===== config.mk =====
export PLATFORM = sky130hd
export DESIGN_NAME = rvm_muldiv_iter
export DESIGN_NICKNAME = d
export VERILOG_FILES = /design/src/rtl/rvm_muldiv_pkg.sv /design/src/rtl/rvm_muldiv_core.sv /design/src/rtl/rvm_muldiv_iter.sv
export SDC_FILE = /design/constraint.sdc
export NUM_CORES = 1
export LEC_CHECK = 0
export BUFFER_PORTS_ARGS = -buffer_cell sky130_fd_sc_hd__buf_2
export CAP_MARGIN = 15
export CORE_MARGIN = 2
export CORE_UTILIZATION = 35
export DETAILED_ROUTE_END_ITERATION = 8
export GPL_ROUTABILITY_DRIVEN = 0
export PLACE_DENSITY_LB_ADDON = 0.25
export SKIP_LAST_GASP = 1
export SYNTH_ARGS = -nofsm -noshare
export SYNTH_HDL_FRONTEND = slang
export SYNTH_SLANG_ARGS = --single-unit

===== constraint.sdc =====
create_clock -name clk_i -period 14.02 [get_ports clk_i]
set_clock_uncertainty 0.2 [all_clocks]
set_input_delay 2.804 -clock clk_i [delete_from_list [all_inputs] [get_ports clk_i]]
set_output_delay 2.804 -clock clk_i [all_outputs]
set_load 0.05 [all_outputs]

===== src/rtl/rvm_muldiv_pkg.sv =====
// Shared definitions for the iterative RV32M/RV64M multiply/divide unit:
// funct3 op encodings, FSM state encoding and a two's-complement helper.
package rvm_muldiv_pkg;

    localparam logic [2:0] OP_MUL    = 3'b000;
    localparam logic [2:0] OP_MULH   = 3'b001;
    localparam logic [2:0] OP_MULHSU = 3'b010;
    localparam logic [2:0] OP_MULHU  = 3'b011;
    localparam logic [2:0] OP_DIV    = 3'b100;
    localparam logic [2:0] OP_DIVU   = 3'b101;
    localparam logic [2:0] OP_REM    = 3'b110;
    localparam logic [2:0] OP_REMU   = 3'b111;

    typedef enum logic [2:0] {
        S_IDLE,
        S_PREP,
        S_RUN,
        S_FIX,
        S_DONE
    } state_t;

    // Magnitude of a value whose sign is already known; callers narrow it.
    function automatic logic [63:0] twos_abs(input logic [63:0] v,
                                             input logic neg);
        return neg ? (~v + 64'd1) : v;
    endfunction

endpackage


===== src/rtl/rvm_muldiv_core.sv =====
// Shared iterative datapath: radix-2^MUL_STEP shift-add multiplier and
// restoring divider on one shift register, one adder and a step counter.
module rvm_muldiv_core #(
    parameter int XLEN     = 32,
    parameter int MUL_STEP = 2
) (
    input  logic              clk_i,
    input  logic              clear_i,
    input  logic              load,
    input  logic              step,
    input  logic              is_div,
    input  logic [XLEN-1:0]   opa,
    input  logic [XLEN-1:0]   opb,
    output logic              last,
    output logic [2*XLEN-1:0] product,
    output logic [XLEN-1:0]   quotient,
    output logic [XLEN-1:0]   remainder
);

    localparam int AW = XLEN + MUL_STEP + 1;
    localparam int CW = $clog2(XLEN + 1);

    logic [2*XLEN-1:0]        sreg;
    logic [2*XLEN-1:0]        sreg_nxt;
    logic [CW-1:0]            cnt;
    logic [MUL_STEP-1:0]      digit;
    logic [XLEN+MUL_STEP-1:0] pp;
    logic [AW-1:0]            add_a;
    logic [AW-1:0]            add_b;
    logic [AW-1:0]            sum;
    logic                     cin;

    // One adder serves both modes: hi+partial product, or shifted rem-divisor.
    always_comb begin
        digit = sreg[MUL_STEP-1:0];
        pp    = (XLEN+MUL_STEP)'(opa) * (XLEN+MUL_STEP)'(digit);
        add_a = AW'(sreg[2*XLEN-1:XLEN]);
        add_b = AW'(pp);
        cin   = 1'b0;
        if (is_div) begin
            add_a = AW'(sreg[2*XLEN-1:XLEN-1]);
            add_b = ~AW'(opa);
            cin   = 1'b1;
        end
        sum = add_a + add_b + AW'(cin);
        if (!is_div) begin
            sreg_nxt = {sum[XLEN+MUL_STEP-1:0], sreg[XLEN-1:MUL_STEP]};
        end else if (sum[AW-1]) begin
            sreg_nxt = {sreg[2*XLEN-2:0], 1'b0};
        end else begin
            sreg_nxt = {sum[XLEN-1:0], sreg[XLEN-2:0], 1'b1};
        end
    end

    // Shift register and step counter: load operands, then iterate.
    always_ff @(posedge clk_i) begin
        if (clear_i) begin
            sreg <= '0;
            cnt  <= '0;
        end else if (load) begin
            sreg <= {{XLEN{1'b0}}, opb};
            cnt  <= is_div ? CW'(XLEN) : CW'(XLEN / MUL_STEP);
        end else if (step) begin
            sreg <= sreg_nxt;
            cnt  <= cnt - CW'(1);
        end
    end

    assign last      = (cnt == CW'(1));
    assign product   = sreg;
    assign quotient  = sreg[XLEN-1:0];
    assign remainder = sreg[2*XLEN-1:XLEN];

endmodule


===== src/rtl/rvm_muldiv_iter.sv =====
// Iterative M-extension unit: request/response handshakes, special-case
// detection, one-entry DIV/REM cache and sign fix-up around the core.
module rvm_muldiv_iter
    import rvm_muldiv_pkg::*;
#(
    parameter int XLEN     = 32,
    parameter int MUL_STEP = 2,
    parameter int TAG_W    = 5
) (
    input  logic             clk_i,
    input  logic             clear_i,
    input  logic             flush_i,
    input  logic             in_valid_i,
    output logic             in_ready_o,
    input  logic [2:0]       op_i,
    input  logic [XLEN-1:0]  operand1_i,
    input  logic [XLEN-1:0]  operand2_i,
    input  logic [TAG_W-1:0] tag_i,
    output logic             out_valid_o,
    input  logic             out_ready_i,
    output logic [XLEN-1:0]  result_o,
    output logic [TAG_W-1:0] tag_o,
    output logic             busy_o
);

    localparam logic [XLEN-1:0] MIN_NEG = {1'b1, {(XLEN-1){1'b0}}};

    state_t            state;
    state_t            state_nxt;
    logic              accept;
    logic              load;
    logic              step;
    logic              fix_en;
    logic              last;

    logic [2:0]        op_q;
    logic [XLEN-1:0]   rs1_q;
    logic [XLEN-1:0]   rs2_q;
    logic [TAG_W-1:0]  tag_q;

    logic              is_div;
    logic              rem_sel;
    logic              sgn1;
    logic              sgn2;
    logic              neg1;
    logic              neg2;
    logic              neg_q;
    logic [XLEN-1:0]   abs1;
    logic [XLEN-1:0]   abs2;

    logic              div0;
    logic              ovf;
    logic              hit;
    logic              special;
    logic              spec_q;
    logic [XLEN-1:0]   spec_val;
    logic [XLEN-1:0]   spec_res;

    logic              cache_v;
    logic              cache_sgn;
    logic [XLEN-1:0]   cache_rs1;
    logic [XLEN-1:0]   cache_rs2;
    logic [XLEN-1:0]   cache_quo;
    logic [XLEN-1:0]   cache_rem;

    logic [2*XLEN-1:0] product;
    logic [2*XLEN-1:0] prod_f;
    logic [XLEN-1:0]   quotient;
    logic [XLEN-1:0]   remainder;
    logic [XLEN-1:0]   quo_f;
    logic [XLEN-1:0]   rem_f;
    logic [XLEN-1:0]   fix_val;

    assign in_ready_o  = (state == S_IDLE) && !flush_i;
    assign accept      = in_valid_i && in_ready_o;
    assign out_valid_o = (state == S_DONE);
    assign busy_o      = (state != S_IDLE);
    assign fix_en      = (state == S_FIX) && !flush_i;

    // Operand signedness, magnitudes and special-case detection.
    always_comb begin
        is_div  = op_q[2];
        rem_sel = op_q[1];
        sgn1    = !((op_q == OP_MULHU) || (op_q == OP_DIVU) ||
                    (op_q == OP_REMU));
        sgn2    = (op_q == OP_MUL) || (op_q == OP_MULH) ||
                  (op_q == OP_DIV) || (op_q == OP_REM);
        neg1    = sgn1 && rs1_q[XLEN-1];
        neg2    = sgn2 && rs2_q[XLEN-1];
        neg_q   = neg1 ^ neg2;
        abs1    = XLEN'(twos_abs(64'(rs1_q), neg1));
        abs2    = XLEN'(twos_abs(64'(rs2_q), neg2));
        div0    = is_div && (rs2_q == '0);
        ovf     = is_div && !op_q[0] && (rs1_q == MIN_NEG) &&
                  (rs2_q == '1);
        hit     = is_div && cache_v && (cache_rs1 == rs1_q) &&
                  (cache_rs2 == rs2_q) && (cache_sgn == !op_q[0]);
        special = div0 || ovf || hit;
        if (div0) begin
            spec_val = rem_sel ? rs1_q : '1;
        end else if (ovf) begin
            spec_val = rem_sel ? '0 : rs1_q;
        end else begin
            spec_val = rem_sel ? cache_rem : cache_quo;
        end
    end

    // Sign fix-up of the raw core results and final result selection.
    always_comb begin
        prod_f = neg_q ? (~product + (2*XLEN)'(1)) : product;
        quo_f  = neg_q ? (~quotient + XLEN'(1)) : quotient;
        rem_f  = neg1 ? (~remainder + XLEN'(1)) : remainder;
        if (is_div) begin
            fix_val = rem_sel ? rem_f : quo_f;
        end else if (op_q[1:0] == 2'b00) begin
            fix_val = prod_f[XLEN-1:0];
        end else begin
            fix_val = prod_f[2*XLEN-1:XLEN];
        end
    end

    rvm_muldiv_core #(
        .XLEN     (XLEN),
        .MUL_STEP (MUL_STEP)
    ) u_core (
        .clk_i     (clk_i),
        .clear_i   (clear_i),
        .load      (load),
        .step      (step),
        .is_div    (is_div),
        .opa       (abs2),
        .opb       (abs1),
        .last      (last),
        .product   (product),
        .quotient  (quotient),
        .remainder (remainder)
    );

    // State register.
    always_ff @(posedge clk_i) begin
        if (clear_i) begin
            state <= S_IDLE;
        end else begin
            state <= state_nxt;
        end
    end

    // Next-state logic and core controls; flush overrides every transition.
    always_comb begin
        state_nxt = state;
        load      = 1'b0;
        step      = 1'b0;
        unique case (state)
            S_IDLE: begin
                if (accept) begin
                    state_nxt = S_PREP;
                end
            end
            S_PREP: begin
                load      = 1'b1;
                state_nxt = special ? S_FIX : S_RUN;
            end
            S_RUN: begin
                step = 1'b1;
                if (last) begin
                    state_nxt = S_FIX;
                end
            end
            S_FIX: begin
                state_nxt = S_DONE;
            end
            S_DONE: begin
                if (out_ready_i) begin
                    state_nxt = S_IDLE;
                end
            end
            default: begin
                state_nxt = S_IDLE;
            end
        endcase
        if (flush_i) begin
            state_nxt = S_IDLE;
        end
    end

    // Request capture, special-case latch, result registers and cache.
    always_ff @(posedge clk_i) begin
        if (clear_i) begin
            op_q      <= '0;
            rs1_q     <= '0;
            rs2_q     <= '0;
            tag_q     <= '0;
            spec_q    <= 1'b0;
            spec_res  <= '0;
            result_o  <= '0;
            tag_o     <= '0;
            cache_v   <= 1'b0;
            cache_sgn <= 1'b0;
            cache_rs1 <= '0;
            cache_rs2 <= '0;
            cache_quo <= '0;
            cache_rem <= '0;
        end else begin
            if (accept) begin
                op_q  <= op_i;
                rs1_q <= operand1_i;
                rs2_q <= operand2_i;
                tag_q <= tag_i;
            end
            if (state == S_PREP) begin
                spec_q   <= special;
                spec_res <= spec_val;
            end
            if (fix_en) begin
                result_o <= spec_q ? spec_res : fix_val;
                tag_o    <= tag_q;
                if (!spec_q && is_div) begin
                    cache_v   <= 1'b1;
                    cache_sgn <= !op_q[0];
                    cache_rs1 <= rs1_q;
                    cache_rs2 <= rs2_q;
                    cache_quo <= quo_f;
                    cache_rem <= rem_f;
                end
            end
        end
    end

endmodule

After elaboration in Yosys (flattened, before gate mapping)
Cells that the tools add are included.
{ "word_totals": {"reg_bits": 345, "out_inout_bits": 40, "wordCells": 119} }
{ "op_classes": {"add_sub_neg": 8, "mul": 1, "n_eq_ne": 19, "n_mux": 31, "bitwise_logic": 7, "reduce_logical": 35} }
{ "ops": {"columns": ["operator", "count"], "rows": [
  ["32-bit two-way mux", 15],
  ["64-bit two-way mux", 3],
  ["32-bit by 1-bit adder with 32-bit output, second input constant", 4],
  ["32-bit NOT", 4],
  ["64-bit by 1-bit adder with 64-bit output, second input constant", 1],
  ["32-bit equality test", 2],
  ["32-bit equality test, second input constant", 2],
  ["64-bit NOT", 1],
  ["33-bit by 35-bit adder with 35-bit output", 1],
  ["35-bit by 1-bit adder with 35-bit output", 1],
  ["35-bit two-way mux", 1],
  ["32-bit NOT with 35-bit output", 1],
  ["32-bit by 2-bit multiplier with 34-bit output", 1],
  ["33-bit two-way mux", 1],
  ["32-bit logical NOT", 1],
  ["6-bit two-way mux", 3],
  ["3-bit equality test, second input constant", 5],
  ["3-bit case mux with 5 select lines", 1],
  ["1-bit logical AND", 14],
  ["3-bit by 2-bit equality test with 1-bit output, second input constant", 3],
  ["3-bit two-way mux", 3],
  ["1-bit logical OR", 7],
  ["3-bit by 1-bit equality test with 1-bit output, second input constant", 2],
  ["6-bit by 1-bit equality test with 1-bit output, second input constant", 1],
  ["14 further kinds", 23]
]} }

Longest topological paths before layout
{ "logic_depth": {"word_depth": 14, "depth_mapped": 32, "mapped_depth_nobuf": 26} }

Hierarchy
Synthesis repeated with hierarchy kept, for this count alone.
{ "unflattened": {"hier_cells": 3351, "hier_area_um2": 25126.6} }
{ "modules_own_cells": {"columns": ["module", "instances", "cells_per_inst", "area_per_inst_um2", "seq_area_each_um2"], "rows": [
  ["rvm_muldiv_iter", 1, 2193, 16469.5, 5505.3],
  ["rvm_muldiv_core", 1, 1158, 8657.1, 1401.3]
]} }

Worst setup path after synthesis
No wires, ideal clock.
{ "synth_path": {"kind": "register -> register", "startpoint": "reg rs2_q[2]", "endpoint": "reg u_core.sreg[44] (netlist: u_core.product[44])", "setup_ns": 0.095, "arrival_time_ns": 6.360, "required_ns": 13.725, "slack_ns": 7.364, "path_stages_with_launch": 28, "path_buffers": 3, "cell_sequence": "dfxtp_1 -> buf_2 -> nor4_1 -> nand4_1 -> o41ai_1 -> xor2_1 -> nor2_1 -> ha_1 -> a21oi_1 -> o21ai_0 -> a2111o_1 -> or3b_2 -> a31o_2 -> a21oi_1 -> xor2_1 -> o21ai_0 -> ha_1 -> clkbuf_1 -> a21o_1 -> nor3_1 -> o211a_1 -> o31ai_1 -> o31a_1 -> o211ai_1 -> o21ai_2 -> buf_4 -> o2bb2ai_1 -> a221oi_1"} }
{ "synth_via": {"elab_chain_len": 9, "word_cells_on_any_way": 10} }
{ "synth_lines": {"columns": ["item", "line_no", "rtl"], "rows": [
  ["start, declared", "rvm_muldiv_iter.sv:38", "logic [XLEN-1:0] rs2_q;"],
  ["start signal, assigned", "rvm_muldiv_iter.sv:207", "rs2_q <= operand2_i;"],
  ["32-bit NOT", "rvm_muldiv_pkg.sv:25", "return neg ? (~v + 64'd1) : v;"],
  ["32-bit by 1-bit adder with 32-bit output", "rvm_muldiv_pkg.sv:25", null],
  ["32-bit two-way mux (*)", "rvm_muldiv_pkg.sv:25", null],
  ["32-bit by 2-bit multiplier with 34-bit output or 32-bit NOT with 35-bit output (tied branches)", "rvm_muldiv_core.sv:36, rvm_muldiv_core.sv:42", null],
  ["35-bit two-way mux (*)", "rvm_muldiv_core.sv:40", "if (is_div) begin"],
  ["33-bit by 35-bit adder with 35-bit output (*)", "rvm_muldiv_core.sv:45", "sum = add_a + add_b + AW'(cin);"],
  ["35-bit by 1-bit adder with 35-bit output (*)", "rvm_muldiv_core.sv:45", null],
  ["64-bit two-way mux", "rvm_muldiv_core.sv:48", "end else if (sum[AW-1]) begin"],
  ["64-bit two-way mux (*)", "rvm_muldiv_core.sv:46", "if (!is_div) begin"],
  ["end signal, assigned", "rvm_muldiv_core.sv:61", "sreg <= {{XLEN{1'b0}}, opb};"],
  ["end signal, assigned", "rvm_muldiv_core.sv:64", "sreg <= sreg_nxt;"],
  ["end, declared", "rvm_muldiv_core.sv:23", "logic [2*XLEN-1:0] sreg;"]
]} }
Every way passes the cells marked *; elsewhere a longest branch is shown, timed or not.
A chain may end at the register's enable or synchronous reset.

Worst setup path after layout
{ "layout_path": {"startpoint": "reg rs2_q[2]", "endpoint": "reg u_core.sreg[43] (netlist: u_core.product[43])"} }
The elaborated chain is that of the path after synthesis.

==> run_results.csv <==
group,metric,value,unit
critical_path,timing.critical_path.to_type,"flop",
cts,cts.sink_count,345,
layout,finish.cell_count_without_fillers,3987,
yosys,yosys_register_bits,345,
power,p_per_area,105.8,mW/mm2
yosys,synth.yosys.seq_area_share,29.63,%
hold_path,hold_depth,2,
layout,drive_above_1_share,9.926,%
timing,finalWorstSetupSlack,6060,ps
layout,final_common_cell,"sky130_fd_sc_hd__nand2_1",
yosys,synthesis.instances,3195,
timing,max_freq,125.6,MHz
yosys,ranking_of_synthesized_cells_by_area,"sky130_fd_sc_hd__dfxtp_1 30%, sky130_fd_sc_hd__a21oi_1 9.1%, sky130_fd_sc_hd__nand2_1 7.2%",
yosys,ys_async_sr_fraction,0,%
floorplanning,fp.dieArea,0.06868,mm2
global_routing,globalRoute.totalOverflow,0,
layout,n_antenna_cell,0,
power,power.static_leakage,0.009176,uW
timing,timing_hold_violations_final,0,
timing,maxSlewHeadroom,27.33,%
timing,report.final.setup_viol,0,
yosys,synth.cell_area,0.02331,mm2
route,ant_nets,0,
cts,post_cts_resized,0,
yosys,post-synth-top-area-cell,"sky130_fd_sc_hd__dfxtp_1",
route,detail_routed_via_count_per_cell,5.762,
route,num_vias,22970,
critical_path,crit_type,"flop to flop",
floorplanning,dieHeight,262.1,um
layout,fin_nets,3240,
layout,syn_to_final_growth,9.630,%
place,port-buffer-count,116,
route,drt_pass1_iterations,6,
route,routed_wirelength,85810,um
floorplanning,die_x,262.1,um
global_routing,antenna_found_initial,1,
yosys,post_syn_nets,3344,
place,pre_cts_setup_slack,6147,ps
route,routed_wire_length_per_instance,21.52,um
critical_path,timing.critical_path.slowest_stage_cell,"sky130_fd_sc_hd__a21oi_2",
critical_path,worstPathArrival,8220,ps
cts,cts-htree-levels,2,
timing,totalNegativeSetupSlack,0,ps
critical_path,critical_path_peak_fanout,20,
flow_run,cap_violations,0,
yosys,synth.lib_cells_used.distinct,90,
global_routing,gr-usage-all-layers,24.36,%
route,drt_drc_violations_left,0,
timing,worstMarginPinSlew,1090,ps
cts,tritoncts.num_buffers,43,
floorplanning,floorplan.initialDensity,35.39,%
global_routing,grt_first_pass_wirelength,129900,um
cts,cts.clk_slew.worst_paths,60,ps
cts,clockBufferDepth,3,
critical_path,regToRegEndpoint,"u_core.product[43]",
cts,cts_tree,"built",
critical_path,timing.critical_path.from_type,"flop",
timing,grt_setup_unrepaired,"no",
timing,fin_crit_sh,56.78,%
cts,clock_latency,590,ps
floorplanning,core_outline_area,0.06586,mm2
floorplanning,boundaryPins,117,
route,drt_iter0_drc,2537,
place,post-dp-hpwl,61100,um
floorplanning,standard_cell_rows,94,
yosys,avgSynthCellArea,7.296,um2
critical_path,critical-path-max-stage-delay,720,ps
yosys,synth-warning-count,0,
global_routing,grt_start_max_net_pins,130,
cts,cts_root_buf,"sky130_fd_sc_hd__clkbuf_16",
place,placed_cells_incl_taps,3910,
critical_path,required,14280,ps
hold_path,startpoint_of_the_most_critical_hold_path,"result_o[9]",
hold_path,worst_hold_path.endpoint,"result_o[9]",
cts,post_cts_hold_buffer_count,0,
timing,slew_viol_final,0,
yosys,postSynth.topFlopCell,"sky130_fd_sc_hd__dfxtp_1",
yosys,synthDominantCellAreaShare,29.63,%
timing,timing.final.crit_period,7960,ps
layout,mostFrequentLayoutCells,"446 x sky130_fd_sc_hd__nand2_1, 425 x sky130_fd_sc_hd__a21oi_1, 371 x sky130_fd_sc_hd__nor2_1, 343 x sky130_fd_sc_hd__dfxtp_1, 149 x sky130_fd_sc_hd__xnor2_1",
global_routing,first_global_vias,20760,
yosys,number_of_synthesized_flops_with_an_enable_pin,0,
hold_path,hp-class,"flop to flop",
critical_path,number_of_cell_instances_on_the_worst_register_to_register_path,25,
status,result_of_the_run,"complete, no violations",
critical_path,r2r_slack,6060,ps
critical_path,worstReg2RegStart,"rs2_q[2]",
cts,post_cts_buffers,0,
power,vdd.ir_drop.worst,0.08720,mV
worst max-delay path by stage:
stage                               endpoint     start  slack [ps]
final                     u_core.product[43]  rs2_q[2]        6060
after global routing      u_core.product[43]  rs2_q[2]        5290
after CTS                 u_core.product[43]  rs2_q[2]        6100
after detailed placement  u_core.product[43]  rs2_q[2]        6150
after global placement    u_core.product[43]  rs2_q[2]        6220
after floorplan           u_core.product[44]  rs2_q[2]        7360
where the power goes:
group	switching [uW]	leakage [uW]	total, uW	internal (uW)
combinational	310	0.00564	461	151
sequential	58.4	0.00280	1070	1010
clock	449	0.000743	1180	730
total	817	0.00918	2700	1890
per-stage QoR:
step | hold slack (ps) | cell area, um2 | total power (uW) | utilization, %
finish | 247.8 | 25550 | 2705 | 38.80
global route | 266.4 | 25550 | 2801 | 38.80
CTS | 251.4 | 25550 | 2712 | 38.80
detailed placement | 243.4 | 24050 | 1535 | 36.52
global placement | 240.0 | 24050 | 1535 | 36.52
floorplan | 232.2 | 23310 | 1386 | -
cell type report:
| cell class | count | area [um2] |
|---|---|---|
| inverter | 62 | 232.7 |
| fill | 7043 | 40310 |
| clock inverter | 17 | 260.3 |
| tap | 864 | 1081 |
| timing repair buffer | 150 | 845.8 |
| sequential | 345 | 6912 |
| multi-input combinational | 2489 | 14980 |
| clock buffer | 60 | 1241 |
routing by layer:
layer | vias to the layer above | part of all wire (%) | track usage [%]
met5 | - | 0 | 0
met4 | 0 | 3.2 | 7.706
met3 | 160 | 7.5 | 3.617
met2 | 976 | 44 | 37.14
met1 | 10760 | 46 | 35.11
li1 | 11070 | - | -
cells by family after synthesis:
| logic type | share of synthesized area, % |
|---|---|
| AO/OA/AOI/OAI | 26.09 |
| XOR/XNOR | 9.544 |
| adder cells (fa/ha/maj) | 3.961 |
| buffers and inverters | 6.334 |
| flip-flops | 29.63 |
| multiplexers | 3.097 |
| AND/OR/NAND/NOR | 21.35 |
sequential cells by signal, indices dropped and copies added, names as in the netlist, 3 cells and up:
signal / count
state: 3
spec_res: 32
rs2_q: 32
tag_q: 5
u_core.cnt: 6
u_core.product: 64
cache_quo: 32
result_o: 32
op_q: 3
rs1_q: 32
cache_rs1: 32
cache_rem: 32
tag_o: 5
cache_rs2: 32
Yosys cell counts, types with 6 or more instances:
master                      number
sky130_fd_sc_hd__nor2b_1         8
sky130_fd_sc_hd__a31oi_1        26
sky130_fd_sc_hd__o31ai_1        33
sky130_fd_sc_hd__o2bb2ai_1      11
sky130_fd_sc_hd__o41ai_1         8
sky130_fd_sc_hd__o21ai_0       143
sky130_fd_sc_hd__nor3b_1         6
sky130_fd_sc_hd__xnor2_1       151
sky130_fd_sc_hd__mux2i_1        44
sky130_fd_sc_hd__buf_1          22
sky130_fd_sc_hd__buf_2          23
sky130_fd_sc_hd__and3_1         21
sky130_fd_sc_hd__nand4_1        30
sky130_fd_sc_hd__nor4_1         29
sky130_fd_sc_hd__a21o_1         19
sky130_fd_sc_hd__nand3b_1        8
sky130_fd_sc_hd__nand2_1       448
sky130_fd_sc_hd__o211ai_1       17
sky130_fd_sc_hd__xor2_1        103
sky130_fd_sc_hd__a221oi_1       25
sky130_fd_sc_hd__a21oi_1       425
sky130_fd_sc_hd__o22ai_1        14
sky130_fd_sc_hd__mux2_2         25
sky130_fd_sc_hd__dfxtp_1       345
sky130_fd_sc_hd__o2111ai_1       6
sky130_fd_sc_hd__nand2b_1       15
sky130_fd_sc_hd__and2_1         14
sky130_fd_sc_hd__inv_1          61
sky130_fd_sc_hd__o21bai_1       10
sky130_fd_sc_hd__ha_1           69
sky130_fd_sc_hd__nand3_1        44
sky130_fd_sc_hd__nor2_1        374
sky130_fd_sc_hd__buf_6          10
sky130_fd_sc_hd__a311oi_1        9
sky130_fd_sc_hd__or3_1          11
sky130_fd_sc_hd__clkbuf_1      238
sky130_fd_sc_hd__or4_1          15
sky130_fd_sc_hd__a211oi_1      136
sky130_fd_sc_hd__nor3_1         58
sky130_fd_sc_hd__or2_2          10
sky130_fd_sc_hd__o21a_1         10
sky130_fd_sc_hd__o221ai_1       13
critical path: cells and delay by family (launching register included):
family,cells,cell delay [ps]
AO/OA/AOI/OAI,14,3940
AND/OR/NAND/NOR,6,1860
adder cells (fa/ha/maj),2,780
flip-flops,1,420
XOR/XNOR,2,410
buffers and inverters,1,230
Note: power is estimated with default switching activity, not from simulation.
